`src/rtl/dtcl_pkg.sv`:
```
// Shared types, configuration helpers and parameter legality check for the
// pipelined DTCL significand multiplier.
package dtcl_pkg;

    // Pipeline fields are sized for the widest supported significand. Narrower
    // configurations leave the upper bits at zero.
    localparam int DTCL_MAX_SIG = 32;
    localparam int DTCL_MAX_PP  = 2 * DTCL_MAX_SIG;

    typedef struct packed {
        logic                    approx;
        logic [DTCL_MAX_SIG-1:0] a;
        logic [DTCL_MAX_SIG-1:0] b;
        logic [DTCL_MAX_SIG-1:0] qa;
        logic [DTCL_MAX_SIG-1:0] qb;
    } dtcl_stage1_t;

    typedef struct packed {
        logic                   approx;
        logic [DTCL_MAX_PP-1:0] pp0;
        logic [DTCL_MAX_PP-1:0] pp1;
        logic [DTCL_MAX_PP-1:0] pp2;
        logic [DTCL_MAX_PP-1:0] pp3;
    } dtcl_stage2_t;

    function automatic int dtcl_t_bits(input int sig_w, input int e, input int a);
        return sig_w - e - a;
    endfunction

    function automatic int dtcl_chunks(input int a, input int k);
        return a / k;
    endfunction

    function automatic int dtcl_clog2(input int k);
        int r;
        r = 0;
        while ((1 << r) < k) r++;
        return r;
    endfunction

    function automatic bit dtcl_cfg_ok(input int sig_w, input int e, input int a,
                                       input int k, input int out_w);
        bit ok;
        ok = (sig_w <= DTCL_MAX_SIG) && (e >= 1) && (k >= 2) &&
             ((k & (k - 1)) == 0) && (a >= k) && ((a % k) == 0) &&
             ((e + a) <= sig_w) && (out_w >= 2 * sig_w);
        return ok;
    endfunction

endpackage

```
`src/rtl/dtcl_chunk_quantizer.sv`:
```
// Replaces every K-bit chunk of the approximate field by a one-hot of its
// leading one; an all-zero chunk stays zero.
module dtcl_chunk_quantizer
    import dtcl_pkg::*;
#(
    parameter int A = 12,
    parameter int K = 2
) (
    input  logic [A-1:0] i_field,
    output logic [A-1:0] o_quant
);

    localparam int NCHUNK = dtcl_chunks(A, K);
    localparam int KW     = dtcl_clog2(K);

    for (genvar c = 0; c < NCHUNK; c++) begin : g_chunk
        logic [K-1:0]  w_chunk;
        logic [KW-1:0] w_pos;
        logic          w_any;

        assign w_chunk = i_field[c*K +: K];

        // Ascending scan: the last set bit seen is the leading one.
        always_comb begin
            w_pos = '0;
            w_any = 1'b0;
            for (int j = 0; j < K; j++) begin
                if (w_chunk[j]) begin
                    w_pos = KW'(j);
                    w_any = 1'b1;
                end
            end
        end

        assign o_quant[c*K +: K] = w_any ? (K'(1) << w_pos) : '0;
    end

endmodule

```
`src/rtl/dtcl_sig_mul_pipe.sv`:
```
// Three-stage significand multiplier with per-operation choice between an
// exact product and the DTCL approximation; both share one bit alignment.
module dtcl_sig_mul_pipe
    import dtcl_pkg::*;
#(
    parameter int SIG_WIDTH = 24,
    parameter int E         = 4,
    parameter int A         = 12,
    parameter int K         = 2,
    parameter int OUT_WIDTH = 64
) (
    input  logic                 clk,
    input  logic                 reset_n,
    input  logic                 stall,
    input  logic                 in_valid,
    input  logic                 in_approx,
    input  logic [SIG_WIDTH-1:0] in_multiplier,
    input  logic [SIG_WIDTH-1:0] in_multiplicand,
    output logic                 out_valid,
    output logic                 out_approx,
    output logic [OUT_WIDTH-1:0] out_product
);

    localparam int T    = dtcl_t_bits(SIG_WIDTH, E, A);
    localparam int LO_W = SIG_WIDTH / 2;
    localparam int HI_W = SIG_WIDTH - LO_W;
    localparam int PW   = 2 * SIG_WIDTH;

    if (!dtcl_cfg_ok(SIG_WIDTH, E, A, K, OUT_WIDTH)) begin : g_cfg_error
        $error("dtcl_sig_mul_pipe: illegal SIG_WIDTH/E/A/K/OUT_WIDTH combination");
    end

    // ---------------- stage 1: field split, rounding, quantisation ----------
    logic [A-1:0] w_fa;
    logic [A-1:0] w_fb;
    logic [A-1:0] w_qa;
    logic [A-1:0] w_qb;

    // Rounding is a plain OR of the first truncated bit into the field LSB.
    if (T > 0) begin : g_round
        assign w_fa = in_multiplier[T +: A]   | A'(in_multiplier[T-1]);
        assign w_fb = in_multiplicand[T +: A] | A'(in_multiplicand[T-1]);
    end else begin : g_no_round
        assign w_fa = in_multiplier[T +: A];
        assign w_fb = in_multiplicand[T +: A];
    end

    dtcl_chunk_quantizer #(.A(A), .K(K)) u_quant_a (
        .i_field (w_fa),
        .o_quant (w_qa)
    );

    dtcl_chunk_quantizer #(.A(A), .K(K)) u_quant_b (
        .i_field (w_fb),
        .o_quant (w_qb)
    );

    dtcl_stage1_t r_s1;
    logic         r_v1;

    always_ff @(posedge clk or negedge reset_n) begin
        if (!reset_n) begin
            r_v1 <= 1'b0;
            r_s1 <= '0;
        end else if (!stall) begin
            r_v1 <= in_valid;
            if (in_valid) begin
                r_s1.approx <= in_approx;
                r_s1.a      <= DTCL_MAX_SIG'(in_multiplier);
                r_s1.b      <= DTCL_MAX_SIG'(in_multiplicand);
                r_s1.qa     <= DTCL_MAX_SIG'(w_qa);
                r_s1.qb     <= DTCL_MAX_SIG'(w_qb);
            end
        end
    end

    // ---------------- stage 2: partial products ------------------------------
    logic [SIG_WIDTH-1:0] w_a1;
    logic [SIG_WIDTH-1:0] w_b1;
    logic [E-1:0]         w_ea;
    logic [E-1:0]         w_eb;
    logic [A-1:0]         w_qa1;
    logic [A-1:0]         w_qb1;
    logic [HI_W-1:0]      w_a_hi;
    logic [HI_W-1:0]      w_b_hi;
    logic [LO_W-1:0]      w_a_lo;
    logic [LO_W-1:0]      w_b_lo;

    assign w_a1   = r_s1.a[SIG_WIDTH-1:0];
    assign w_b1   = r_s1.b[SIG_WIDTH-1:0];
    assign w_ea   = w_a1[SIG_WIDTH-1 -: E];
    assign w_eb   = w_b1[SIG_WIDTH-1 -: E];
    assign w_qa1  = r_s1.qa[A-1:0];
    assign w_qb1  = r_s1.qb[A-1:0];
    assign w_a_hi = w_a1[SIG_WIDTH-1 -: HI_W];
    assign w_b_hi = w_b1[SIG_WIDTH-1 -: HI_W];
    assign w_a_lo = w_a1[LO_W-1:0];
    assign w_b_lo = w_b1[LO_W-1:0];

    logic [2*E-1:0]       w_t_ee;
    logic [E+A:0]         w_t_cross;
    logic [2*A-1:0]       w_t_qq;
    logic [2*HI_W-1:0]    w_x_hh;
    logic [SIG_WIDTH-1:0] w_x_hl;
    logic [SIG_WIDTH-1:0] w_x_lh;
    logic [2*LO_W-1:0]    w_x_ll;

    // One extra bit on the cross term: it is the sum of two E x A products.
    assign w_t_ee    = (2*E)'(w_ea) * (2*E)'(w_eb);
    assign w_t_cross = (E+A+1)'(w_ea) * (E+A+1)'(w_qb1) +
                       (E+A+1)'(w_eb) * (E+A+1)'(w_qa1);
    assign w_t_qq    = (2*A)'(w_qa1) * (2*A)'(w_qb1);

    assign w_x_hh = (2*HI_W)'(w_a_hi) * (2*HI_W)'(w_b_hi);
    assign w_x_hl = SIG_WIDTH'(w_a_hi) * SIG_WIDTH'(w_b_lo);
    assign w_x_lh = SIG_WIDTH'(w_a_lo) * SIG_WIDTH'(w_b_hi);
    assign w_x_ll = (2*LO_W)'(w_a_lo) * (2*LO_W)'(w_b_lo);

    dtcl_stage2_t r_s2;
    logic         r_v2;

    always_ff @(posedge clk or negedge reset_n) begin
        if (!reset_n) begin
            r_v2 <= 1'b0;
            r_s2 <= '0;
        end else if (!stall) begin
            r_v2 <= r_v1;
            if (r_v1) begin
                r_s2.approx <= r_s1.approx;
                if (r_s1.approx) begin
                    r_s2.pp0 <= DTCL_MAX_PP'(w_t_ee);
                    r_s2.pp1 <= DTCL_MAX_PP'(w_t_cross);
                    r_s2.pp2 <= DTCL_MAX_PP'(w_t_qq);
                    r_s2.pp3 <= '0;
                end else begin
                    r_s2.pp0 <= DTCL_MAX_PP'(w_x_hh);
                    r_s2.pp1 <= DTCL_MAX_PP'(w_x_hl);
                    r_s2.pp2 <= DTCL_MAX_PP'(w_x_lh);
                    r_s2.pp3 <= DTCL_MAX_PP'(w_x_ll);
                end
            end
        end
    end

    // ---------------- stage 3: shift and accumulate --------------------------
    logic [PW-1:0] w_p0;
    logic [PW-1:0] w_p1;
    logic [PW-1:0] w_p2;
    logic [PW-1:0] w_p3;
    logic [PW-1:0] w_sum_apx;
    logic [PW-1:0] w_sum_exact;
    logic [PW-1:0] w_sum;

    assign w_p0 = PW'(r_s2.pp0);
    assign w_p1 = PW'(r_s2.pp1);
    assign w_p2 = PW'(r_s2.pp2);
    assign w_p3 = PW'(r_s2.pp3);

    // The final 2T shift puts the approximation on the exact product's grid.
    assign w_sum_apx   = ((w_p0 << (2*A)) + (w_p1 << A) + w_p2) << (2*T);
    assign w_sum_exact = (w_p0 << (2*LO_W)) + ((w_p1 + w_p2) << LO_W) + w_p3;
    assign w_sum       = r_s2.approx ? w_sum_apx : w_sum_exact;

    logic                 r_v3;
    logic                 r_approx3;
    logic [OUT_WIDTH-1:0] r_p3;

    always_ff @(posedge clk or negedge reset_n) begin
        if (!reset_n) begin
            r_v3      <= 1'b0;
            r_approx3 <= 1'b0;
            r_p3      <= '0;
        end else if (!stall) begin
            r_v3 <= r_v2;
            if (r_v2) begin
                r_approx3 <= r_s2.approx;
                r_p3      <= OUT_WIDTH'(w_sum);
            end
        end
    end

    assign out_valid   = r_v3;
    assign out_approx  = r_approx3;
    assign out_product = r_p3;

    // Upper bits of the max-width pipeline fields are only live for the widest
    // configuration.
    logic w_unused_fields;
    assign w_unused_fields = ^{r_s1, r_s2};

endmodule

```
`config.mk`:
```
export PLATFORM = sky130hd
export DESIGN_NAME = dtcl_sig_mul_pipe
export DESIGN_NICKNAME = d
export VERILOG_FILES = /design/src/rtl/dtcl_pkg.sv /design/src/rtl/dtcl_chunk_quantizer.sv /design/src/rtl/dtcl_sig_mul_pipe.sv
export SDC_FILE = /design/constraint.sdc
export NUM_CORES = 2
export LEC_CHECK = 0
export ABC_AREA = 0
export CAP_MARGIN = 20
export CORE_UTILIZATION = 45
export DETAILED_ROUTE_END_ITERATION = 16
export MAX_ROUTING_LAYER = met4
export PLACE_DENSITY_LB_ADDON = 0.08
export SLEW_MARGIN = 20
export SYNTH_ARGS = -nofsm -noshare
export SYNTH_HDL_FRONTEND = slang
export SYNTH_SLANG_ARGS = --single-unit
```
`constraint.sdc`:
```
create_clock -name clk -period 8.3 [get_ports clk]
set_clock_uncertainty 0.2 [all_clocks]
set_input_delay 1.66 -clock clk [delete_from_list [all_inputs] [get_ports clk]]
set_output_delay 1.66 -clock clk [all_outputs]
set_load 0.05 [all_outputs]
```
Yosys cells after proc, flatten, opt, wreduce, memory -nomap -nowiden
Index checks and enable logic that the tools add are counted.

word-level totals
  word-level logic and storage cells = 97
  output and inout bits = 66
  input bits = 53
  register bits = 270

cells by class
  bitwise operators = 3
  multiply operators = 8
  shift operators = 12
  mux-type cells = 50
  reduce and logical (&&, ||, !) cells = 3
  add/subtract/negate cells = 6

operator list
  kind                                                                number
  216-bit 2-to-1 mux                                                  1
  12-bit by 12-bit multiplier with 24-bit output                      5
  48-bit adder                                                        2
  32-bit adder                                                        2
  48-bit 2-to-1 mux                                                   1
  36-bit adder                                                        1
  1-bit 2-to-1 mux                                                    36
  4-bit by 12-bit multiplier with 16-bit output                       2
  2-bit 2-to-1 mux                                                    12
  12-bit by 1-bit bitwise OR with 12-bit output                       2
  1-bit by 1-bit left shift with 2-bit output (first input constant)  12
  16-bit by 16-bit adder with 17-bit output                           1
  4-bit by 4-bit multiplier with 8-bit output                         1
  2-bit AND reduction                                                 3
  1-bit NOT                                                           1

Depth between registers and ports, before layout
  word-level depth = 4
  mapped depth = 23
  mapped depth without buffers = 21

By module
From an unflattened synthesis, not the netlist that was laid out.

unflattened totals
  cells, all modules = 4437
  area total of the unflattened synthesis = 38704.6 µm²

modules (own cells, without submodules)
  module                times used  area an instance (µm²)  sequential area each (µm²)  cells each
  dtcl_sig_mul_pipe     1           38584.5                 5555.3                      4413
  dtcl_chunk_quantizer  2           60.1                    0.0                         12

Worst setup path before layout
OpenSTA, ideal clock, no wires.

  path type = register -> register
  start = register r_s1[117] in the netlist's numbering
  end = register r_s2[149] in the netlist's numbering
  library setup time = 0.122 ns
  setup slack = 2.495 ns
  data required time = 7.978 ns
  arrival time = 5.483 ns
  cell stages (with the launch flop) = 21
  buffers on the path = 2
  period minus slack after synthesis = 5.805 ns
  cell sequence = dfrtp_1 > clkbuf_1 > clkbuf_1 > nand2_1 > fa_1 > fa_1 > inv_1 > fa_1 > fa_1 > inv_1 > fa_1 > inv_1 > ha_1 > and4_1 > o2bb2ai_1 > a31o_2 > o21a_1 > o31a_1 > o21a_1 > or3_1 > a32o_1

between the ends
  word-level cells in the longest chain between the ends = 2

ends and longest elaborated chain
  element                                         line                      RTL
  start: declaration                              dtcl_sig_mul_pipe.sv:58   dtcl_stage1_t r_s1;
  12-bit by 12-bit multiplier with 24-bit output  dtcl_sig_mul_pipe.sv:115  assign w_x_hl = SIG_WIDTH'(w_a_hi) * SIG_WIDTH'(w_b_lo);
  216-bit 2-to-1 mux                              dtcl_sig_mul_pipe.sv:130  if (r_s1.approx) begin
  end: declaration                                dtcl_sig_mul_pipe.sv:119  dtcl_stage2_t r_s2;

Every way passes these cells.
A chain may end at the register's enable or synchronous reset.

Final worst setup path
  start = register r_s1[114] in the netlist's numbering
  end = register r_s2[148] in the netlist's numbering

The elaborated chain is that of the path after synthesis.

==> impl_results.md <==
* Result of the run: complete, no violations
* R2r worst-path depth at 19
* Count of yosys warnings during synthesis at 0
* CTS tree: yes
* Share of the cycle needed by the critical path after routing at 0.7823
* Asr flop ratio synth at 1.000
* Peak-usage layer in the global routing report: met2
* Flop2flop setup slack at 1.81 ns
* Cell area after synthesis at 38640 um2
* Effective utilization at floorplan at 0.4538
* Clock buffers created by TritonCTS at 34
* Clock Sink Count at 222
* Terminating pin of the worst hold path: out_product[11]
* Area growth, synth to finish at 8.410%
* DRC viols at 0
* Placer's final routability congestion estimate at 0.9454
* Slew of the pin with the lowest slew margin at 1.124 ns
* Synthesized area per cell at 8.540 um2
* Final period demand of the worst path at 6.493 ns
* Number of enable flip-flop cells after synthesis at 0
* Primary flip-flop cell chosen by synthesis mapping: sky130_fd_sc_hd__dfrtp_1
* Wire length per cell at 20.10 um
* Count of vias placed by the detailed router at 29850
* Met3 layer usage reported by global route at 0.03383
* Type of the most critical hold path: register to register
* Critical setup path kind: register to register
* Cell Chain, Critical Path: nand2_1, fa_1, fa_1, fa_1, inv_1, fa_1, inv_1, fa_1, inv_1, ha_1, o21ai_0, nand2b_1, a21oi_1, a21oi_1, a21oi_1, o31ai_1, a31oi_1, xnor2_1, a22o_1
* Area of the core region at 85150 um2
* Clock-pin transition on the worst setup and hold timing paths at 0.06 ns
* H-tree levels at 2
* Post-detailed-placement half-perimeter wirelength at 89850 um
* Number of global-route vias before repair at 31390
* Worst slack after detailed placement at 1.893 ns
* Final TNS setup at 0 ns
* Post-route antenna net violation count at 0
* Top post-synthesis cells by count: sky130_fd_sc_hd__nand2_1, sky130_fd_sc_hd__inv_1, sky130_fd_sc_hd__fa_1, sky130_fd_sc_hd__ha_1, sky130_fd_sc_hd__and2_1
* Residual overflow from global routing at 0
* Detailed-routing iteration count for the pre-antenna-repair pass at 6
* Hold violation count in the final report at 0
* Cell repeated most along the worst path: sky130_fd_sc_hd__fa_1
* Quantity of I/O buffers inserted on ports at 102
* Worst-case vdd ir drop at 227.9 uV
* Peak Freq at 0.1540 GHz
* Crit-path max cell delay at 1.02 ns
* Chip height at 295.0 um
* Clock network latency to the later pin of the worst-skew pair at 0.58 ns
* Top cells by area in the synthesized netlist: sky130_fd_sc_hd__fa_1, sky130_fd_sc_hd__dfrtp_1, sky130_fd_sc_hd__ha_1, sky130_fd_sc_hd__nand2_1, sky130_fd_sc_hd__inv_1
* Endpoint arrival time on the critical path at 6.80 ns
* Post-cts sizing count at 0
* Worst Setup Start Kind: register
* Vias per cell at 5.261
* Detailed Route Iter0 Violations at 1644
* Most used standard cell by instance count after synthesis: sky130_fd_sc_hd__nand2_1
* Critical Path RT at 8.61 ns
* Post-synth top area share at 0.2964
* Largest fanout on the critical path at 25
* Maximum number of pins on one net before global-route repair at 93
* Category of the worst setup path capture point: register
* Top-level I/O count at 119
* Setup repair bufs after CTS at 0
* RR Startpoint: r_s1[114]
* Worst setup slack after layout at 1.807 ns
* Layout Nets at 5542
* Slowest cell on the critical path: sky130_fd_sc_hd__dfrtp_1
* Hold bufs inserted after CTS at 0
* Total routing resource utilization after global routing at 0.2809
* Max-cap violation count at 0
* Global-route met2 utilization at 0.4485
* FF-to-FF End: r_s2[148]
* RSZ-0062 raised after global routing: false
* Count of different cell masters after synthesis at 75
* Static Leakage at 21.82 nW
* Hold path startpoint: out_product[11]
* Die area at 87030 um2
* Instance count of the mapped netlist at 4524
* Sequential-to-total area share from yosys stat at 0.1438
* Placement row count at 107
* Die Span X at 295.0 um
* Worst max-slew margin expressed relative to the limit at 0.2507
* Worst hold path depth at 2
* Met1 usage at 0.3799
* Final WL at 114100 um
* #FFs+latches synth at 222
* Wire length of the first global-routing pass at 181700 um
* Top cell type by total area after synthesis: sky130_fd_sc_hd__fa_1
* Clock root buffer master: sky130_fd_sc_hd__clkbuf_16
* Final-report max-slew violation count at 0
* Number of buffers on the longest clock path at 3
* Fraction of final layout cells sized beyond drive strength 1 at 0.03202
* Final setup violation count at 0
* Power density cells at 366.2 nW/um2
* Initial antenna violation count at 2
cells in the final DEF (no fill, tap or decap), types with 7 or more instances in the layout:
| cell | Yosys | layout |
|---|---|---|
| sky130_fd_sc_hd__nor3_1 | 36 | 36 |
| sky130_fd_sc_hd__o31ai_1 | 13 | 13 |
| sky130_fd_sc_hd__a21o_1 | 64 | 64 |
| sky130_fd_sc_hd__and2_1 | 330 | 330 |
| sky130_fd_sc_hd__a21oi_1 | 130 | 130 |
| sky130_fd_sc_hd__conb_1 | 1 | 16 |
| sky130_fd_sc_hd__clkbuf_16 | 0 | 34 |
| sky130_fd_sc_hd__o31a_1 | 8 | 8 |
| sky130_fd_sc_hd__nand2b_1 | 21 | 18 |
| sky130_fd_sc_hd__nor2_1 | 119 | 118 |
| sky130_fd_sc_hd__a21boi_0 | 7 | 7 |
| sky130_fd_sc_hd__nor2b_1 | 24 | 21 |
| sky130_fd_sc_hd__inv_1 | 786 | 785 |
| sky130_fd_sc_hd__dfrtp_1 | 222 | 220 |
| sky130_fd_sc_hd__a22o_1 | 32 | 32 |
| sky130_fd_sc_hd__nand3b_1 | 25 | 25 |
| sky130_fd_sc_hd__fa_1 | 572 | 572 |
| sky130_fd_sc_hd__a31oi_1 | 26 | 26 |
| sky130_fd_sc_hd__o21a_1 | 36 | 36 |
| sky130_fd_sc_hd__clkdlybuf4s50_1 | 0 | 101 |
| sky130_fd_sc_hd__and3_1 | 24 | 24 |
| sky130_fd_sc_hd__nand2_1 | 868 | 868 |
| sky130_fd_sc_hd__nand3_1 | 29 | 29 |
| sky130_fd_sc_hd__o21ai_0 | 154 | 154 |
| sky130_fd_sc_hd__o21bai_1 | 21 | 21 |
| sky130_fd_sc_hd__o211ai_1 | 15 | 15 |
| sky130_fd_sc_hd__nand4_1 | 12 | 12 |
| sky130_fd_sc_hd__or3_1 | 18 | 18 |
| sky130_fd_sc_hd__ha_1 | 414 | 414 |
| sky130_fd_sc_hd__buf_4 | 16 | 52 |
| sky130_fd_sc_hd__a211oi_1 | 29 | 29 |
| sky130_fd_sc_hd__xnor2_1 | 105 | 105 |
| sky130_fd_sc_hd__xor2_1 | 47 | 47 |
| sky130_fd_sc_hd__mux2i_1 | 17 | 17 |
power breakdown:
group / switching (mW) / leakage, nW / internal [mW]
Sequential: 0.598 / 2.82 / 1.40
Clock: 0.611 / 0.589 / 0.967
Combinational: 7.11 / 18.4 / 4.65
Total: 8.32 / 21.8 / 7.02
area by class of cell:
| cell class | instances | area, um2 |
|---|---|---|
| fillers | 8363 | 43260 |
| multi-input cells | 3305 | 29320 |
| flip-flops and latches | 222 | 5558 |
| inverters | 786 | 2950 |
| well taps | 1144 | 1431 |
| repair buffers | 154 | 1416 |
| clock buffers | 36 | 878.3 |
| clock inverters | 25 | 330.3 |
| diodes | 2 | 5.005 |
cells by family (layout without fill, tap and decap cells):
group	count (synthesis)	in the layout	share of synthesized area
and+or+nand+nor	1523	1523	0.1820
buffers and inverters	1012	1001	0.09987
adders and majority gates	986	986	0.4305
AOI/OAI and AO/OA	609	609	0.1043
DFF	222	222	0.1438
xor gates and xnor gates	152	152	0.03446
muxes	19	19	0.004987
other	1	18	0.00009706
routing by layer:
layer / part of all wire / wire [um]
met1: 0.46 / 53010
met2: 0.46 / 52300
met3: 0.051 / 5849
met4: 0.026 / 2913
met5: 0 / 0
worst max path at each step:
stage | from | to | slack, ns | cells past startpoint
after floorplan | r_s1[117] | r_s2[149] | 2.50 | 20
after global placement | r_s1[69] | r_s2[23] | 1.97 | 20
after detailed placement | r_s1[114] | r_s2[148] | 1.89 | 19
after CTS | r_s1[114] | r_s2[148] | 1.90 | 19
after global routing | r_s1[103] | r_s2[84] | 1.49 | 18
final | r_s1[114] | r_s2[148] | 1.81 | 19
critical path: cells and delay by family, from the launching register on:
kind                       cells  cell delay [ns]
adders and majority gates      6             2.93
AOI/OAI and AO/OA              7             1.55
DFF                            1             1.02
xor gates and xnor gates       1             0.32
and+or+nand+nor                2             0.26
buffers and inverters          3             0.14
per-stage QoR:
stage          power (mW)  instances  utilization  hold slack [ns]  instance area, um2
2_1_floorplan       10.24       4539            -           0.2487               38690
3_5_place_dp        13.68       5611       0.4777           0.2547               40670
6_report            15.34       5674       0.4919           0.2592               41890
3_3_place_gp        13.69       5611       0.4777           0.2497               40670
4_1_cts             15.36       5672       0.4919           0.2675               41880
5_1_grt             16.88       5672       0.4919           0.2909               41880
state kept, by name, summed over array words and instances, names as in the netlist:
| signal | flops |
|---|---|
| r_s1 | 73 |
| out_approx | 1 |
| r_s2 | 97 |
| out_valid | 1 |
| r_v2 | 1 |
| r_v1 | 1 |
| out_product | 48 |
Note: power is estimated with default switching activity, not from simulation.
